$ cat src/rtl/io_port_bridge_pkg.sv
`default_nettype none
// ============================================================================
// Module   : io_port_bridge_pkg
// Brief    : Shared defaults and interrupt FSM encoding for the I/O port bridge
// Revision : 1.0
// ============================================================================
package io_port_bridge_pkg;

    localparam int W_DEF     = 16;
    localparam int DEPTH_DEF = 4;

    typedef enum logic [1:0] {
        ST_IDLE   = 2'd0,
        ST_ASSERT = 2'd1,
        ST_WAIT   = 2'd2
    } int_state_t;

endpackage
`default_nettype wire

$ cat src/rtl/io_fifo.sv
`default_nettype none
// ============================================================================
// Module   : io_fifo
// Brief    : Synchronous FIFO; a push when full is taken only with a same-cycle pop
// Revision : 1.0
// ============================================================================
module io_fifo
    import io_port_bridge_pkg::*;
#(
    parameter int W     = W_DEF,
    parameter int DEPTH = DEPTH_DEF,
    localparam int AW   = $clog2(DEPTH),
    localparam int CW   = AW + 1
) (
    input  logic          clk,
    input  logic          rst,
    input  logic          i_push,
    input  logic [W-1:0]  i_data,
    input  logic          i_pop,
    output logic [W-1:0]  o_data,
    output logic          o_full,
    output logic          o_empty,
    output logic [CW-1:0] o_count
);

    logic [W-1:0]  r_mem [DEPTH];
    logic [AW-1:0] r_wr_ptr;
    logic [AW-1:0] r_rd_ptr;
    logic [CW-1:0] r_count;
    logic          w_full;
    logic          w_empty;
    logic          w_push_ok;
    logic          w_pop_ok;

    assign w_full    = (r_count == CW'(DEPTH));
    assign w_empty   = (r_count == '0);
    assign w_pop_ok  = i_pop & ~w_empty;
    assign w_push_ok = i_push & (~w_full | w_pop_ok);

    always_ff @(posedge clk or negedge rst) begin
        if (!rst) begin
            r_wr_ptr <= '0;
            r_rd_ptr <= '0;
            r_count  <= '0;
        end else begin
            if (w_push_ok) r_wr_ptr <= r_wr_ptr + AW'(1);
            if (w_pop_ok)  r_rd_ptr <= r_rd_ptr + AW'(1);
            case ({w_push_ok, w_pop_ok})
                2'b10:   r_count <= r_count + CW'(1);
                2'b01:   r_count <= r_count - CW'(1);
                default: r_count <= r_count;
            endcase
        end
    end

    // When full with a pop, the write lands in the slot being read out this cycle.
    always_ff @(posedge clk) begin
        if (w_push_ok) r_mem[r_wr_ptr] <= i_data;
    end

    assign o_data  = w_empty ? '0 : r_mem[r_rd_ptr];
    assign o_full  = w_full;
    assign o_empty = w_empty;
    assign o_count = r_count;

endmodule
`default_nettype wire

$ cat src/rtl/io_port_bridge.sv
`default_nettype none
// ============================================================================
// Module   : io_port_bridge
// Brief    : RX/TX buffering between processor I/O ports and external streams
// Revision : 1.0
// ============================================================================
module io_port_bridge
    import io_port_bridge_pkg::*;
#(
    parameter int W        = W_DEF,
    parameter int DEPTH    = DEPTH_DEF,
    parameter int INT_HOLD = 2,
    localparam int CW      = $clog2(DEPTH) + 1
) (
    input  logic          clk,
    input  logic          rst,
    input  logic [W-1:0]  ext_in_data,
    input  logic          ext_in_valid,
    output logic          ext_in_ready,
    output logic [W-1:0]  in_port,
    input  logic          cpu_in_re,
    output logic          interrupt,
    input  logic [W-1:0]  out_port,
    input  logic          cpu_out_we,
    output logic [W-1:0]  ext_out_data,
    output logic          ext_out_valid,
    input  logic          ext_out_ready,
    output logic [CW-1:0] rx_count,
    output logic          rx_underflow,
    output logic          tx_overflow
);

    localparam int HW = (INT_HOLD > 1) ? $clog2(INT_HOLD) : 1;

    logic [CW-1:0] w_rx_count;
    logic          w_rx_full;
    logic          w_rx_empty;
    logic          w_rx_push;
    logic          w_tx_full;
    logic          w_tx_empty;
    logic          w_tx_pop;
    logic [CW-1:0] w_tx_count;
    int_state_t    r_state;
    int_state_t    w_state_nxt;
    logic [HW-1:0] r_hold;
    logic [HW-1:0] w_hold_nxt;
    logic          r_interrupt;
    logic          r_rx_underflow;
    logic          r_tx_overflow;

    assign ext_in_ready  = rst & ~w_rx_full;
    assign w_rx_push     = ext_in_valid & ext_in_ready;
    assign ext_out_valid = ~w_tx_empty;
    assign w_tx_pop      = ext_out_valid & ext_out_ready;

    io_fifo #(.W(W), .DEPTH(DEPTH)) u_rx_fifo (
        .clk     (clk),
        .rst     (rst),
        .i_push  (w_rx_push),
        .i_data  (ext_in_data),
        .i_pop   (cpu_in_re),
        .o_data  (in_port),
        .o_full  (w_rx_full),
        .o_empty (w_rx_empty),
        .o_count (w_rx_count)
    );

    io_fifo #(.W(W), .DEPTH(DEPTH)) u_tx_fifo (
        .clk     (clk),
        .rst     (rst),
        .i_push  (cpu_out_we),
        .i_data  (out_port),
        .i_pop   (w_tx_pop),
        .o_data  (ext_out_data),
        .o_full  (w_tx_full),
        .o_empty (w_tx_empty),
        .o_count (w_tx_count)
    );

    // One pulse per burst: WAIT blocks re-triggering until RX has fully drained.
    always_comb begin
        w_state_nxt = r_state;
        w_hold_nxt  = r_hold;
        case (r_state)
            ST_IDLE: begin
                if (w_rx_count != '0) begin
                    w_state_nxt = ST_ASSERT;
                    w_hold_nxt  = HW'(INT_HOLD - 1);
                end
            end
            ST_ASSERT: begin
                if (r_hold == '0) w_state_nxt = ST_WAIT;
                else              w_hold_nxt  = r_hold - HW'(1);
            end
            ST_WAIT: begin
                if (w_rx_count == '0) w_state_nxt = ST_IDLE;
            end
            default: w_state_nxt = ST_IDLE;
        endcase
    end

    always_ff @(posedge clk or negedge rst) begin
        if (!rst) begin
            r_state        <= ST_IDLE;
            r_hold         <= '0;
            r_interrupt    <= 1'b0;
            r_rx_underflow <= 1'b0;
            r_tx_overflow  <= 1'b0;
        end else begin
            r_state     <= w_state_nxt;
            r_hold      <= w_hold_nxt;
            r_interrupt <= (w_state_nxt == ST_ASSERT);
            if (cpu_in_re & w_rx_empty)              r_rx_underflow <= 1'b1;
            if (cpu_out_we & w_tx_full & ~w_tx_pop)  r_tx_overflow  <= 1'b1;
        end
    end

    assign interrupt    = r_interrupt;
    assign rx_count     = w_rx_count;
    assign rx_underflow = r_rx_underflow;
    assign tx_overflow  = r_tx_overflow;

    logic w_unused;
    assign w_unused = ^w_tx_count;

endmodule
`default_nettype wire
$ cat config.mk
export PLATFORM = sky130hd
export DESIGN_NAME = io_port_bridge
export DESIGN_NICKNAME = d
export VERILOG_FILES = /design/src/rtl/io_port_bridge_pkg.sv /design/src/rtl/io_fifo.sv /design/src/rtl/io_port_bridge.sv
export SDC_FILE = /design/constraint.sdc
export NUM_CORES = 1
export LEC_CHECK = 0
export ABC_AREA = 1
export CAP_MARGIN = 20
export CORE_MARGIN = 1.5
export CORE_UTILIZATION = 45
export DETAILED_ROUTE_END_ITERATION = 8
export GPL_ROUTABILITY_DRIVEN = 0
export PLACE_DENSITY = 0.66
export SYNTH_ARGS = -nofsm -noshare
export SYNTH_HDL_FRONTEND = slang
export SYNTH_HIERARCHICAL = 1
export SYNTH_SLANG_ARGS = --single-unit
$ cat constraint.sdc
create_clock -name clk -period 3 [get_ports clk]
set_clock_uncertainty 0.05 [all_clocks]
set_input_delay 0.45 -clock clk [delete_from_list [all_inputs] [get_ports clk]]
set_output_delay 0.45 -clock clk [all_outputs]
set_load 0.05 [all_outputs]
==> run_results.csv, run 1 <==
group,metric,value,unit
outcome,status,"finished, final reports clean",
timing,fin_crit_sh,0.911,
timing,timing.slew.headroom,0.419,
clock_network,cts_resized,0,
power_and_ir_drop,p_int,6.00,mW
detailed_routing,vias_per_cell,4.77,
detailed_routing,drtPass1Iterations,5,
grt,track_usage,0.181,
clock_network,cts_buffers,17,
timing,worst_slew_pin_slew,0.872,ns
placement,io_buffer_count,77,
timing,fin_ws,0.266,ns
floorplanning,start_util,0.462,
clock_network,insertion_delay,0.41,ns
detailed_routing,drcViolationCount,0,
setup_path,crit_fanout,33,
clock_network,cts_root_buffer,"clkbuf_16",
setup_path,required,2.50,ns
detailed_routing,via_count,4501,
synth,ys_async_sr_fraction,0.135,
detailed_routing,first_iter_violations,221,
power_and_ir_drop,p_clk_frac,0.185,
grt,grt_max_degree,34,
setup_path,cp_cell_sequence,"inv_4 > nand2_1 > nand3_1 > a21oi_1 > buf_12",
synth,synthCells,658,
clock_network,cts_max_path_buffers,2,
synth,ys_seq_area_frac,0.619,
setup_path,crit_path_end_kind,"output pin",
floorplanning,die_area,16400,µm²
worst_hold_path,hold_path.class,"flop to flop",
clock_network,cts_hold_buffers,0,
placement,hpwl,8.82,mm
synth,synth.distinct_cells,25,
detailed_routing,wl_per_cell,14.5,µm
power_and_ir_drop,switchingPower,4.49,mW
setup_path,slowest_delay,0.73,ns
cells_and_area,fillers,1238,
floorplanning,pin_count,78,
timing,rsz0062_at_grt,"no",
synth,synth_ff_type,"edfxtp_1",
grt,grt_pass1_wl,22.3,mm
floorplanning,die-height,128,µm
timing,final_max_slew_viol_count,0,
clock_network,cts.clk_slew.worst_paths,0.06,ns
floorplanning,die_w,128,µm
floorplanning,rows,45,
cells_and_area,layout_common_cells,"163 x inv_1, 147 x nand2_1, 128 x edfxtp_1",
cells_and_area,diodes,0,
clock_network,cts_sinks,148,
power_and_ir_drop,power.total,10.5,mW
synth,synth_nets,708,
timing,setup_tns,0,ns
power_and_ir_drop,swShare,0.428,
grt,grt-ovfl-total,0,
synth,synth-edff-count,128,
setup_path,worst_ep_arrival_time,2.23,ns
placement,post-place-ws,0.364,ns
cells_and_area,drive_gt1_frac,0.219,
cells_and_area,instances_no_fill,943,
placement,dpl_cell_area,8230,µm²
detailed_routing,wirelength,13.7,mm
power_and_ir_drop,leakage,3.90,nW
power_and_ir_drop,seqPwrFrac,0.284,
grt,antenna_found_initial,0,
timing,setup_viol,0,
detailed_routing,ant_nets,0,
clock_network,cts.htree.levels,4,
power_and_ir_drop,vdd_drop_max,0.000852,V
power_and_ir_drop,cellPowerDensity,1200,nW/µm²
timing,min_period,2.73,ns
timing,hold_violations,0,
cells_and_area,syn2layout_area_growth,25.0,%
setup_path,cp-start-kind,"flop",
placement,dp.cells,912,
timing,fmax,366,MHz
synth,synth_area,7020,µm²
setup_path,critical_path_class,"flop to output pin",
clock_network,tritoncts,"done",
cells_and_area,nets,793,
synth,ys_warn_count,6,
synth,syn-mean-instance-area,10.7,µm²
cells_and_area,fin_area,8770,µm²
setup_path,cp_slowest_cell,"dfrtp_1",
grt,grt_pass1_vias,4649,
job,maxCapViolations,0,
floorplanning,core,15200,µm²
synth,synth_seq_cells,148,
power_and_ir_drop,power.share.combinational,0.531,
clock_network,cts_setup_buffers,0,
cells_and_area,final_common_cell,"inv_1",
-- critical path, delay by kind of cell, from the launching register on --
kind / cells / cell delay [ns]
AND/OR/NAND/NOR: 2 / 0.21
buffers and inverters: 2 / 0.51
AO/OA/AOI/OAI: 1 / 0.36
flip-flops: 1 / 0.73
-- logic make-up (layout without fill, tap and decap cells) --
| group | Yosys count | after routing | synth area share |
|---|---|---|---|
| adders and majority gates | 12 | 12 | 0.0235 |
| xor gates and xnor gates | 4 | 4 | 0.00499 |
| DFF | 148 | 148 | 0.619 |
| buffers and inverters | 192 | 289 | 0.123 |
| and+or+nand+nor | 264 | 264 | 0.187 |
| AOI/OAI and AO/OA | 38 | 38 | 0.0424 |
-- per-layer routing --
metal  routed length [µm]  global-route usage  vias to the layer above
li1                     -                   -                     2228
met1                 5790               0.216                     2143
met2                 7060               0.314                      109
met3                  579              0.0442                       21
met4                  245              0.0747                        0
met5                    0                   0                        -
-- path summary, 6_finish.rpt --
kind,slack [ns],end,cells after the start,startpoint
hold / removal,0.42,tx_overflow,2,tx_overflow
setup / recovery,0.27,in_port[15],5,u_rx_fifo/r_rd_ptr[0]
setup reg to reg,0.46,u_tx_fifo/o_count[2],16,u_tx_fifo/o_count[0]
max in group asynchronous,2.25,u_rx_fifo/r_wr_ptr[0],2,rst
hold reg to reg,0.42,tx_overflow,2,tx_overflow
min in group asynchronous,0.44,r_hold,2,rst
-- synth_stat cells, types with 2 or more instances --
master    number  area [µm²]
inv_1        163         612
nand2_1      147         552
edfxtp_1     128        3840
nand3_1       43         215
nand3_2       30         300
a21oi_2       28         245
nand2_2       24         150
dfrtp_1       20         500
buf_6         12         135
nor2_1        12        45.0
ha_1          10         125
buf_2          8        40.0
o21ai_0        5        25.0
a21oi_1        4        20.0
inv_4          4        25.0
xnor2_1        4        35.0
nor2_2         3        18.8
buf_8          2        30.0
fa_1           2        40.0
inv_6          2        17.5
nand4_1        2        12.5
nor3_1         2        10.0
-- area by class of cell --
cell class / count / area (µm²) / share of cell area
Tap cell: 188 / 235 / 0.0268
Sequential cell: 148 / 4340 / 0.495
Clock inverter: 13 / 111 / 0.0127
Clock buffer: 18 / 429 / 0.0489
Inverter: 170 / 658 / 0.0750
Timing Repair Buffer: 88 / 1180 / 0.135
Multi-Input combinational cell: 318 / 1810 / 0.206
-- sequential cells by signal, indices dropped and copies added (netlist names), 3 cells and up --
name / count
u_rx_fifo/r_mem: 64
u_tx_fifo/o_count: 3
u_rx_fifo/o_count: 3
u_tx_fifo/r_mem: 64
-- power groups by stage --
| stage | registers, mW | clock network [mW] | logic, mW |
|---|---|---|---|
| 2_1_floorplan | 2.92 | 0 | 3.53 |
| 3_3_place_gp | 3.00 | 0 | 5.50 |
| 3_5_place_dp | 3.02 | 0 | 5.60 |
| 4_1_cts | 2.98 | 1.98 | 5.63 |
| 5_1_grt | 3.02 | 2.07 | 5.94 |
| 6_report | 2.98 | 1.94 | 5.58 |
-- through the flow --
stage | utilization | hold WS (ns)
6_report | 0.577 | 0.418
5_1_grt | 0.577 | 0.451
4_1_cts | 0.577 | 0.427
3_5_place_dp | 0.541 | 0.417
3_3_place_gp | 0.541 | 0.401
2_1_floorplan | - | 0.104
(Power assumes the default switching activity.)
==> run 2, diff against run 1 <==
SKIP_LAST_GASP = 1   (was not set)
==> results of run 2 <==
No change in the layout: final DEF, timing and power equal those of run 1.
